$ cat src/rtl/rvcpu_pkg.sv
// Shared rvcpu pipeline types: execute/memory stage records and memory-op decode.
package rvcpu;

    localparam int Width = 32;

    typedef enum logic [1:0] {
        SZ_BYTE = 2'd0,
        SZ_HALF = 2'd1,
        SZ_WORD = 2'd2
    } mem_size_t;

    typedef struct packed {
        logic        store;
        mem_size_t   size;
        logic        is_unsigned;
    } mem_op_t;

    typedef struct packed {
        logic [31:0] pc;
        logic [31:0] data;
        logic [4:0]  rd;
        logic        rd_valid;
        logic        is_mem;
        logic [3:0]  op;
        logic [31:0] addr;
    } stage_ex_t;

    typedef struct packed {
        logic [31:0] pc;
        logic [4:0]  rd;
        logic        rd_valid;
        logic [31:0] data;
        logic        misaligned;
    } stage_mem_t;

    // op[3] selects store; op[2:0] is funct3, where bit 2 marks the unsigned loads.
    function automatic mem_op_t decode_op(input logic [3:0] op);
        mem_op_t d;
        d.store       = op[3];
        d.is_unsigned = op[2];
        case (op[1:0])
            2'b00:   d.size = SZ_BYTE;
            2'b01:   d.size = SZ_HALF;
            default: d.size = SZ_WORD;
        endcase
        return d;
    endfunction

endpackage

$ cat src/rtl/mem_align.sv
// Combinational lane logic: store data/byte-enable placement, load extraction, alignment check.
module mem_align
    import rvcpu::*;
(
    input  logic [1:0]  addr_lo,
    input  mem_size_t   size,
    input  logic        is_unsigned,
    input  logic [31:0] store_data,
    input  logic [31:0] load_word,
    output logic [31:0] wdata,
    output logic [3:0]  be,
    output logic [31:0] load_data,
    output logic        misaligned
);

    logic [7:0]  byte_sel;
    logic [15:0] half_sel;

    always_comb begin
        byte_sel   = load_word[{addr_lo, 3'b000} +: 8];
        half_sel   = load_word[{addr_lo[1], 4'b0000} +: 16];
        wdata      = store_data;
        be         = 4'b1111;
        load_data  = load_word;
        misaligned = 1'b0;
        case (size)
            SZ_BYTE: begin
                wdata     = {4{store_data[7:0]}};
                be        = 4'b0001 << addr_lo;
                load_data = is_unsigned ? {24'b0, byte_sel} : {{24{byte_sel[7]}}, byte_sel};
            end
            SZ_HALF: begin
                wdata      = {2{store_data[15:0]}};
                be         = 4'b0011 << addr_lo;
                load_data  = is_unsigned ? {16'b0, half_sel} : {{16{half_sel[15]}}, half_sel};
                misaligned = addr_lo[0];
            end
            default: begin
                misaligned = |addr_lo;
            end
        endcase
    end

endmodule

$ cat src/rtl/stage_mem.sv
// rvcpu memory stage: issues loads/stores over a valid/ready dmem port and
// registers the writeback record; non-memory instructions pass through in one cycle.
module stage_mem
    import rvcpu::*;
#(
    parameter int Width = rvcpu::Width
) (
    input  logic             clk,
    input  logic             rst,
    input  stage_ex_t        in,
    input  logic             in_valid,
    output logic             in_ready,
    output logic             dmem_req_valid,
    input  logic             dmem_req_ready,
    output logic             dmem_we,
    output logic [Width-1:0] dmem_addr,
    output logic [Width-1:0] dmem_wdata,
    output logic [3:0]       dmem_be,
    input  logic             dmem_rsp_valid,
    input  logic [Width-1:0] dmem_rsp_data,
    output stage_mem_t       out,
    output logic             out_valid
);

    typedef enum logic [1:0] {IDLE, REQ, WAIT} state_t;

    state_t     state_q, state_d;
    mem_op_t    in_op;
    logic       pass_en, latch_en, store_done, load_done;

    logic [1:0] al_addr;
    mem_size_t  al_size;
    logic       al_unsigned;
    logic [31:0] al_wdata, al_load;
    logic [3:0] al_be;
    logic       al_mis;
    logic       pass_mis;

    logic [31:0] pc_p1;
    logic [4:0]  rd_p1;
    logic        rd_valid_p1;
    logic [1:0]  addr_lo_p1;
    mem_size_t   size_p1;
    logic        unsigned_p1;
    logic        we_p1;
    logic [31:0] addr_p1, wdata_p1;
    logic [3:0]  be_p1;
    stage_mem_t  out_p2;
    logic        vld_p2;

    assign in_op = decode_op(in.op);

    // In IDLE the aligner checks the incoming op; otherwise it extracts from the latched access.
    always_comb begin
        if (state_q == IDLE) begin
            al_addr     = in.addr[1:0];
            al_size     = in_op.size;
            al_unsigned = in_op.is_unsigned;
        end else begin
            al_addr     = addr_lo_p1;
            al_size     = size_p1;
            al_unsigned = unsigned_p1;
        end
    end

    mem_align u_align (
        .addr_lo     (al_addr),
        .size        (al_size),
        .is_unsigned (al_unsigned),
        .store_data  (in.data),
        .load_word   (dmem_rsp_data),
        .wdata       (al_wdata),
        .be          (al_be),
        .load_data   (al_load),
        .misaligned  (al_mis)
    );

    assign pass_mis = in.is_mem & al_mis;

    always_comb begin
        state_d    = state_q;
        pass_en    = 1'b0;
        latch_en   = 1'b0;
        store_done = 1'b0;
        load_done  = 1'b0;
        case (state_q)
            IDLE: begin
                if (in_valid) begin
                    if (in.is_mem && !al_mis) begin
                        latch_en = 1'b1;
                        state_d  = REQ;
                    end else begin
                        pass_en = 1'b1;
                    end
                end
            end
            REQ: begin
                if (dmem_req_ready) begin
                    if (we_p1) begin
                        store_done = 1'b1;
                        state_d    = IDLE;
                    end else begin
                        state_d = WAIT;
                    end
                end
            end
            WAIT: begin
                if (dmem_rsp_valid) begin
                    load_done = 1'b1;
                    state_d   = IDLE;
                end
            end
            default: state_d = IDLE;
        endcase
    end

    // Stage p1: latched request and writeback metadata
    always_ff @(posedge clk or posedge rst) begin
        if (rst) begin
            state_q     <= IDLE;
            pc_p1       <= '0;
            rd_p1       <= '0;
            rd_valid_p1 <= 1'b0;
            addr_lo_p1  <= '0;
            size_p1     <= SZ_BYTE;
            unsigned_p1 <= 1'b0;
            we_p1       <= 1'b0;
            addr_p1     <= '0;
            wdata_p1    <= '0;
            be_p1       <= '0;
        end else begin
            state_q <= state_d;
            if (latch_en) begin
                pc_p1       <= in.pc;
                rd_p1       <= in.rd;
                rd_valid_p1 <= in.rd_valid;
                addr_lo_p1  <= in.addr[1:0];
                size_p1     <= in_op.size;
                unsigned_p1 <= in_op.is_unsigned;
                we_p1       <= in_op.store;
                addr_p1     <= {in.addr[31:2], 2'b00};
                wdata_p1    <= in_op.store ? al_wdata : '0;
                be_p1       <= in_op.store ? al_be : 4'b1111;
            end
        end
    end

    // Stage p2: writeback record register
    always_ff @(posedge clk or posedge rst) begin
        if (rst) begin
            out_p2 <= '0;
            vld_p2 <= 1'b0;
        end else begin
            vld_p2 <= pass_en | store_done | load_done;
            if (pass_en) begin
                out_p2.pc         <= in.pc;
                out_p2.rd         <= in.rd;
                out_p2.rd_valid   <= in.rd_valid & ~pass_mis;
                out_p2.data       <= pass_mis ? 32'b0 : in.data;
                out_p2.misaligned <= pass_mis;
            end else if (store_done || load_done) begin
                out_p2.pc         <= pc_p1;
                out_p2.rd         <= rd_p1;
                out_p2.rd_valid   <= load_done & rd_valid_p1;
                out_p2.data       <= load_done ? al_load : 32'b0;
                out_p2.misaligned <= 1'b0;
            end
        end
    end

    assign in_ready       = (state_q == IDLE);
    assign dmem_req_valid = (state_q == REQ);
    assign dmem_we        = we_p1;
    assign dmem_addr      = addr_p1;
    assign dmem_wdata     = wdata_p1;
    assign dmem_be        = be_p1;
    assign out            = out_p2;
    assign out_valid      = vld_p2;

endmodule

$ cat config.mk
export PLATFORM = sky130hd
export DESIGN_NAME = stage_mem
export DESIGN_NICKNAME = d
export VERILOG_FILES = /design/src/rtl/rvcpu_pkg.sv /design/src/rtl/mem_align.sv /design/src/rtl/stage_mem.sv
export SDC_FILE = /design/constraint.sdc
export NUM_CORES = 1
export LEC_CHECK = 0
export ABC_AREA = 1
export ABC_CLOCK_PERIOD_IN_PS = 14330
export BUFFER_PORTS_ARGS = -buffer_cell sky130_fd_sc_hd__buf_4
export CORE_MARGIN = 3
export CORE_UTILIZATION = 40
export CTS_BUF_LIST = sky130_fd_sc_hd__clkbuf_4 sky130_fd_sc_hd__clkbuf_8
export DETAILED_ROUTE_END_ITERATION = 10
export HOLD_SLACK_MARGIN = 0.1
export PLACE_DENSITY = 0.69
export SYNTH_ARGS = -nofsm -noshare
export SYNTH_HDL_FRONTEND = slang
export SYNTH_HIERARCHICAL = 1
export SYNTH_SLANG_ARGS = --single-unit
$ cat constraint.sdc
create_clock -name clk -period 14.33 [get_ports clk]
set_clock_uncertainty 0.15 [all_clocks]
set_input_delay 0.7165 -clock clk [delete_from_list [all_inputs] [get_ports clk]]
set_output_delay 0.7165 -clock clk [all_outputs]
set_load 0.01 [all_outputs]
==> After elaboration in Yosys (flattened, before gate mapping) <==
Cells that the tools add are included.
{ "word_totals": {"word_cells": 77, "output_inout_bits": 143, "reg_bits": 184} }
{ "op_classes": {"mux": 33, "shifts": 4, "n_bitwise": 6, "n_reduce_logical": 9, "eq_ne": 8} }
{ "op_table": {"columns": ["operator", "count"], "rows": [
  ["$mux 32", 5],
  ["$mux 71", 2],
  ["$pmux 32 s2", 2],
  ["$shiftx 32x6->16", 1],
  ["$shiftx 32x6->8", 1],
  ["$mux 2", 7],
  ["$mux 1", 12],
  ["$pmux 4 s2", 1],
  ["$eq 2x1->1 const B", 3],
  ["$logic_not 2->1", 3],
  ["$pmux 2 s3", 1],
  ["$mux 4", 1],
  ["$ne 2x1->1 const B", 2],
  ["$ne 2x2->1 const B", 2],
  ["$pmux 2 s2", 1],
  ["$reduce_and 4->1", 1],
  ["$shl 1x2->4 const A", 1],
  ["$shl 2x2->4 const A", 1],
  ["$and 1x1->1", 3],
  ["$eq 2x2->1 const B", 1],
  ["$or 1x1->1", 2],
  ["$pmux 1 s2", 1],
  ["$reduce_bool 2->1", 1],
  ["$reduce_or 2->1", 1],
  ["other kinds (4)", 4]
]} }

==> Longest topological paths before layout <==
Gate-level depths: netlist of run 1.
{ "depth": {"ltp_word": 12, "ltp_mapped": 18} }

==> Cells and area by module <==
The synthesis of run 1 kept the hierarchy.
{ "modules_own_cells": {"columns": ["mod", "cells_per_inst", "instances", "seq_area_each_um2", "area_per_inst_um2"], "rows": [
  ["stage_mem", 1050, 1, 4604.4, 8257.9],
  ["mem_align", 245, 1, 0.0, 1136.1]
]} }

==> Worst setup path before layout of run 1 <==
No wires, ideal clock.
{ "synth_path": {"path_kind": "register to register", "startpoint": "register state_q[1]", "endpoint": "register out_p2 (netlist bit out[44])", "n_path_buf": 4, "setup_slack_ps": 11262, "path_stages_with_launch": 18, "setup_ps": 67, "t_arrival_ps": 2851, "t_required_ps": 14113, "synth_period_minus_slack_ps": 3068, "cell_sequence": "dfrtp_1 nor2_4 clkbuf_1 nand3_1 o21ai_0 nand2_1 inv_2 buf_2 nand2_1 a22oi_1 inv_1 nand2_1 nand3_2 nand3_1 buf_2 buf_4 nand2_1 nand2_1"} }
{ "synth_via": {"elab_chain_len": 10, "word_cells_on_any_way": 19, "classes_between": "eq/ne: 3; mux: 9; reduce/logical: 7"} }
{ "synth_rtl": {"columns": ["element", "line", "text"], "rows": [
  ["start: declaration", "stage_mem.sv:27", "state_t state_q, state_d;"],
  ["start signal: assignment", "stage_mem.sv:132", "state_q <= state_d;"],
  ["$logic_not 2->1 *", null, null],
  ["named net in_ready", "stage_mem.sv:12", "output logic in_ready,"],
  ["$mux 2 *", "stage_mem.sv:55", "if (state_q == IDLE) begin"],
  ["named net al_size[0]", "stage_mem.sv:32", "mem_size_t al_size;"],
  ["$eq 2x1->1 or $logic_not 2->1 (tied branches)", "mem_align.sv:26", "case (size)"],
  ["$pmux 1 s2 *", "mem_align.sv:26", null],
  ["named net al_mis", "stage_mem.sv:36", "logic al_mis;"],
  ["$logic_not 1->1 *", "stage_mem.sv:89", "if (in.is_mem && !al_mis) begin"],
  ["$logic_and 1x1->1 *", "stage_mem.sv:89", null],
  ["$mux 1 *", "stage_mem.sv:89", null],
  ["$mux 1 *", "stage_mem.sv:88", "if (in_valid) begin"],
  ["$mux 1 *", "stage_mem.sv:86", "case (state_q)"],
  ["$mux 71 or $reduce_bool 2->1 (tied branches)", null, null],
  ["end: declaration", "stage_mem.sv:48", "stage_mem_t out_p2;"]
]} }
The timed path passes the listed nets; every way through them passes the cells marked *.
A chain may end at the register's enable or synchronous reset.

==> Worst setup path after layout of run 1 <==
{ "layout_path": {"startpoint": "register state_q[1]", "endpoint": "register pc_p1[27]"} }
{ "layout_via": {"elab_chain_len": 9, "word_cells_on_any_way": 12, "classes_between": "eq/ne: 1; mux: 6; reduce/logical: 5"} }
{ "layout_rtl": {"columns": ["element", "line", "text"], "rows": [
  ["$logic_not 2->1 *", "stage_mem.sv:55", null],
  ["$mux 2 *", "stage_mem.sv:55", null],
  ["named net al_size[1]", "stage_mem.sv:32", null],
  ["$eq 2x1->1 or $logic_not 2->1 (tied branches)", "mem_align.sv:26", null],
  ["$pmux 1 s2 *", "mem_align.sv:26", null],
  ["named net al_mis", "stage_mem.sv:36", null],
  ["$logic_not 1->1 *", "stage_mem.sv:89", null],
  ["$logic_and 1x1->1 *", "stage_mem.sv:89", null],
  ["$mux 1 *", "stage_mem.sv:89", null],
  ["$mux 1 *", "stage_mem.sv:88", null],
  ["$mux 1 *", "stage_mem.sv:86", null],
  ["end signal: assignment", "stage_mem.sv:134", "pc_p1 <= in.pc;"],
  ["end: declaration", "stage_mem.sv:39", "logic [31:0] pc_p1;"]
]} }
Marks and branches as above.

==> run metrics, run 1 <==
post-synth top area cell dfrtp_1; worst r2r src state_q[1]; top cells by count, synth nand2_1 (685), dfrtp_1 (184), nand4_1 (109); CP arrival 6.77 ns; Cell Rows 55; Final Util 52.3%; most common cell in the netlist nand2_1; Final GP Congestion 0.950; Clock Path Buffers 2; crit path max-delay cell type o21ai_4; peak fanout along the critical path 108; final setup violating endpoints 0; Compound-Gate Fraction of Synth Area 2.73%; post-cts resize count 0; flop-to-flop setup slack 7.76 ns; Vias/cell 5.10; Max-Cap Viols 0; DRT iter0 DRCs 929; pins over their slew limit 0; initial antenna violation count 1; total number of vias 9353; Post-CTS Setup Inserts 0; Simple-Gate Fraction of Synth Area 40.3%; Detail Placement HPWL 21.3 mm; asr flop ratio synth 100%; design area 0.0119 sq mm; Synth Area in Adders 0%; core footprint 0.0228 sq mm; met3 usage 6.17%; largest family of logic cells by synthesized area simple AND/OR/NAND/NOR gates; met1 usage 32.6%; post-synthesis xor/xnor area fraction 0%; cells after synthesis 1295; synth warn 6; worst vdd ir 0.0862 mV; Critical Path Source state_q[1]; max incr delay on CP 0.91 ns; synth unique cells 25; top cells by area, synth dfrtp_1 (49%), nand2_1 (27%), nand4_1 (7.3%), nand3_1 (3.8%), inv_1 (2.5%); Yosys top cell area share 49.0%; Worst-Skew Late Latency 0.46 ns; htree depth 4; area grow syn2layout 27.1%; required time worst endpoint 14.53 ns; #FFs+latches synth 184; Final nets 1652; P_leak 6.77 nW; RSZ-0062 raised after global routing no; total CTS buffers 17; crit path to pc_p1[27]; Post-Route WL 31.1 mm; Worst Hold Class in2async; CP Capture Type register; Die Y 159 um; GRT busiest layer met2; number of synthesized flops with an enable pin 0; vias in the first global route 8830; GRT Overall Usage 23.9%; Clock Sinks 184; clk slew on worst S/H paths 0.10 ns; max_slew headroom 22.3%; crit-path most repeated cell nand2_1; final hold vios 0; drc violations 0; Slew @ Worst Pin 1.15 ns; Pwr Density 208 mW/mm^2; Cell Chain, Critical Path nor2_4 > inv_1 > o21ai_4 > inv_1 > nand2_1 > inv_2 > nand2_1 > a22oi_1 > inv_1 > nand2_1 > buf_4 > nor2_4 > buf_4 > clkinv_2 > buf_4 > nand2_1 > nand2_1; worst hold slack 0.252 ns; Initial Util 41.1%; sequential element share of the synthesized area 49.0%; CTS tree yes; mux contribution to synthesized area 0%; met2 Use GR 37.7%; synthesized area 0.00939 sq mm; R2R depth 17; Port Buf Inserts 284; prevailing post-synth register cell dfrtp_1; Setup TNS 0 ns; Tcrit/Tclk final 45.8%; Crit Path Category reg2reg; Min Clock Period, post-route 6.57 ns; Die Wd 159 um; first-pass GRT wire length 49.0 mm; reg2reg end pc_p1[27]; status completed; largest net degree at the start of global routing 118; Mean Syn Cell Area 7.25 sq um; share of layout cells above drive strength 1 22.5%; WL/cell 16.9 um; die area 0.0254 sq mm; # hold bufs at CTS 0; FMAX 152 MHz; DRT antenna net count 0; Ports 287; clock root cell clkbuf_8; Overflow after GRT 0; startpoint types register; Detailed Routing Iterations Pass 1 5; placed cell areas 0.0115 sq mm
[stage by stage]
stage               power, W  setup WS, ns  std cells
global placement     0.00212          7.81       1802
global route         0.00268          7.22       1835
CTS                  0.00249          7.82       1834
finish               0.00248          7.76       1835
floorplan            0.00164          8.46       1296
detailed placement   0.00214          7.66       1802
[worst max-delay path: cells and delay by family, from the launching register on]
kind | cells | cell delay, ns
DFF | 1 | 0.47
buffers and inverters | 8 | 3.47
AOI/OAI and AO/OA | 2 | 1.03
and+or+nand+nor | 7 | 1.19
[area by class of cell]
class | count | area (sq um)
clock inverter | 13 | 129
fill | 2274 | 10900
antenna | 1 | 2.50
inverter | 67 | 260
clock buffer | 19 | 262
multi-input combinational | 943 | 4070
sequential | 184 | 4600
tap | 313 | 392
timing repair buffer | 295 | 2210
[worst min path at each step]
| stage | endpoint | slack, ns | cells past startpoint | startpoint |
|---|---|---|---|---|
| floorplan | pc_p1[0] | 0.29 | 2 | pc_p1[0] |
| global placement | pc_p1[11] | 0.30 | 2 | pc_p1[11] |
| detailed placement | pc_p1[26] | 0.31 | 2 | pc_p1[26] |
| CTS | dmem_addr[17] | 0.27 | 3 | in[17] |
| global route | dmem_addr[6] | 0.27 | 3 | in[6] |
| finish | dmem_addr[24] | 0.25 | 2 | rst |
[power by group]
part	switching [W]	total (W)	internal, W
clock	0.000210	0.000348	0.000138
combinational	0.000763	0.00125	0.000486
sequential	0.000134	0.000880	0.000747
total	0.00111	0.00248	0.00137
[placed cells by master, fill, tap and decap left out]
master and instances:
a22oi_1 1, nand2_1 685, o21ai_0 26, o211ai_1 11, clkinv_8 1, nor2_4 3, clkbuf_8 19, o21ai_4 1
nand3b_1 1, nand3_2 1, nor2_1 19, or2_1 3, o22ai_1 1, inv_2 3, clkinvlp_4 2, inv_6 3
nand3_1 70, a21oi_1 4, dfrtp_1 184, diode_2 1, clkinv_4 3, nand2_2 2, inv_1 62, clkinv_2 1
o21ai_1 1, nand4_1 109, conb_1 2, buf_4 295, nor2_2 1, inv_8 5, nand3_4 2
[sequential cells by signal, summed over array words and instances (netlist names), 2 cells and up]
| signal | cells |
|---|---|
| dmem_wdata | 32 |
| pc_p1 | 32 |
| dmem_addr | 30 |
| size_p1 | 2 |
| state_q | 2 |
| addr_lo_p1 | 2 |
| dmem_be | 4 |
| rd_p1 | 5 |
| out | 71 |
[logic make-up after synthesis]
family	Yosys count
AO/OA/AOI/OAI	45
buffers and inverters	169
flip-flops	184
other	1
AND/OR/NAND/NOR	896
[routing by layer]
metal,vias up,routed length (um)
met4,0,835
met2,438,14500
li1,4528,-
met1,4334,13100
met5,-,0
met3,53,2680
No activity file was read; power rests on OpenSTA's default activity.
==> run 2: changes to the inputs <==
Settings changed: ABC_CLOCK_PERIOD_IN_PS 14330 to 6200.
Clock period 14.33 ns to 6.2 ns, I/O delays scaled along.
==> run metrics, run 2 (synthesized netlist as in run 1, its figures left out) <==
share of layout cells above drive strength 1 20.9%; Min Clock Period, post-route 5.49 ns; first-pass GRT wire length 53.9 mm; DRT antenna net count 0; sequential cell area 0.00460 sq mm; startpoint types register; largest net degree at the start of global routing 119; RSZ-0062 raised after global routing no; Initial Util 41.1%; Worst-Skew Late Latency 0.46 ns; final setup violating endpoints 0; Multi-input gate area 0.00407 sq mm; Post-Route WL 33.4 mm; final hold vios 0; total CTS buffers 17; Detailed Routing Iterations Pass 1 6; Pwr Density 446 mW/mm^2; CP Capture Type register; Final nets 1776; Clock Sinks 184; most frequent cells in the layout nand2_1 (685), buf_4 (296), dfrtp_1 (184); crit path max-delay cell type buf_4; Post-CTS Setup Inserts 0; peak fanout along the critical path 107; pins over their slew limit 0; Port Buf Inserts 284; max_slew headroom 19.3%; drc violations 0; max reg flops 71; FMAX 182 MHz; htree depth 4; required time worst endpoint 6.47 ns; post-cts resize count 0; Slew @ Worst Pin 1.21 ns; Setup WS pre-CTS 0.804 ns; vias in the first global route 9991; clk slew on worst S/H paths 0.12 ns; DRT iter0 DRCs 923; Die Y 159 um; Clock Path Buffers 2; Worst Hold Class in2reg; CTS tree yes; Detail Placement HPWL 21.5 mm; # fillers 2189; GRT Overall Usage 26.2%; Crit Path Category reg2reg; Ports 287; Setup TNS 0 ns; Cell Chain, Critical Path nor2_4 > buf_4 > o21ai_0 > nand2_1 > inv_2 > nand2_1 > a22oi_1 > inv_1 > nand2_1 > buf_4 > nor2_4 > buf_4 > nand3_1 > dlygate4sd3_1 > nand2_1; CP arrival 5.76 ns; crit-path most repeated cell nand2_1; die area 0.0254 sq mm; Max-Cap Viols 0; status completed; max incr delay on CP 0.87 ns; Antenna diodes 0; P_leak 7.29 nW; initial antenna violation count 0; most common cell after layout, fill and taps aside nand2_1; Tcrit/Tclk final 88.5%; Vias/cell 5.10; Overflow after GRT 0; worst vdd ir 0.195 mV; Die Wd 159 um; total number of vias 9993; clock root cell clkbuf_8; WL/cell 17.1 um; area grow syn2layout 40.5%; core footprint 0.0228 sq mm; Final GP Congestion 0.864; Cell Rows 55; worst setup margin 0.710 ns
==> run 2: cell count changes in the layout (fill, tap and decap cells not counted), sizes merged <==
cell         delta
buf             +1
clkbuf          -2
bufinv          +1
diode           -1
clkinvlp        +1
dlygate4sd3   +123
==> run 2: worst paths after layout <==
path,from,to,slack (ns),cells past startpoint
worst max register to register,state_q[1],dmem_wdata[7],0.71,15
worst min-delay path,dmem_rsp_data[3],out[4],0.12,7
min in group asynchronous,rst,dmem_addr[26],0.41,3
worst max-delay path,state_q[1],dmem_wdata[7],0.71,15
max in group asynchronous,rst,pc_p1[8],4.11,4
worst min register to register,dmem_addr[22],dmem_addr[22],0.33,2
==> run 2: timing repair <==
item,CTS,global route
endpoints found under the setup margin,0,0
hold buffers,123,0
endpoints found under the hold margin,291,0
==> run 2: metal layers <==
layer / wire length (um) / track usage (%)
met5: 0 / 0
met4: 1170 / 9.27
met3: 2680 / 6.24
met2: 16200 / 43.7
met1: 13400 / 33.5
==> run 2: worst max-delay path: cells and delay by family (launching register included) <==
| kind | cells | cell delay (ns) |
|---|---|---|
| flops | 1 | 0.46 |
| buf+inv | 6 | 2.69 |
| compound gates | 2 | 0.45 |
| simple gates | 7 | 1.58 |
==> run 2: final cells by class <==
class	count	area share, %
Clock buffer	17	1.77
Inverter	67	1.97
Clock inverter	15	1.37
Multi-Input combinational cell	943	30.9
Timing Repair Buffer	419	26.2
Tap cell	313	2.97
Sequential cell	184	34.9
==> run 2: power breakdown <==
| part | switching [W] | internal (W) | total (W) |
|---|---|---|---|
| clock | 0.000514 | 0.000343 | 0.000856 |
| sequential | 0.000318 | 0.00172 | 0.00204 |
| combinational | 0.00180 | 0.00119 | 0.00299 |
| total | 0.00263 | 0.00325 | 0.00589 |
==> run 2: stage by stage <==
| stage | power, W | utilization, % | instances | area (sq um) | hold WS (ns) |
|---|---|---|---|---|---|
| 6_report | 0.00589 | 57.8 | 1958 | 13200 | 0.118 |
| 5_1_grt | 0.00636 | 57.8 | 1958 | 13200 | 0.136 |
| 4_1_cts | 0.00590 | 57.8 | 1958 | 13200 | 0.101 |
| 3_5_place_dp | 0.00496 | 50.6 | 1803 | 11600 | 0.308 |
| 3_3_place_gp | 0.00491 | 50.6 | 1803 | 11600 | 0.303 |
| 2_1_floorplan | 0.00379 | - | 1296 | 9400 | 0.277 |
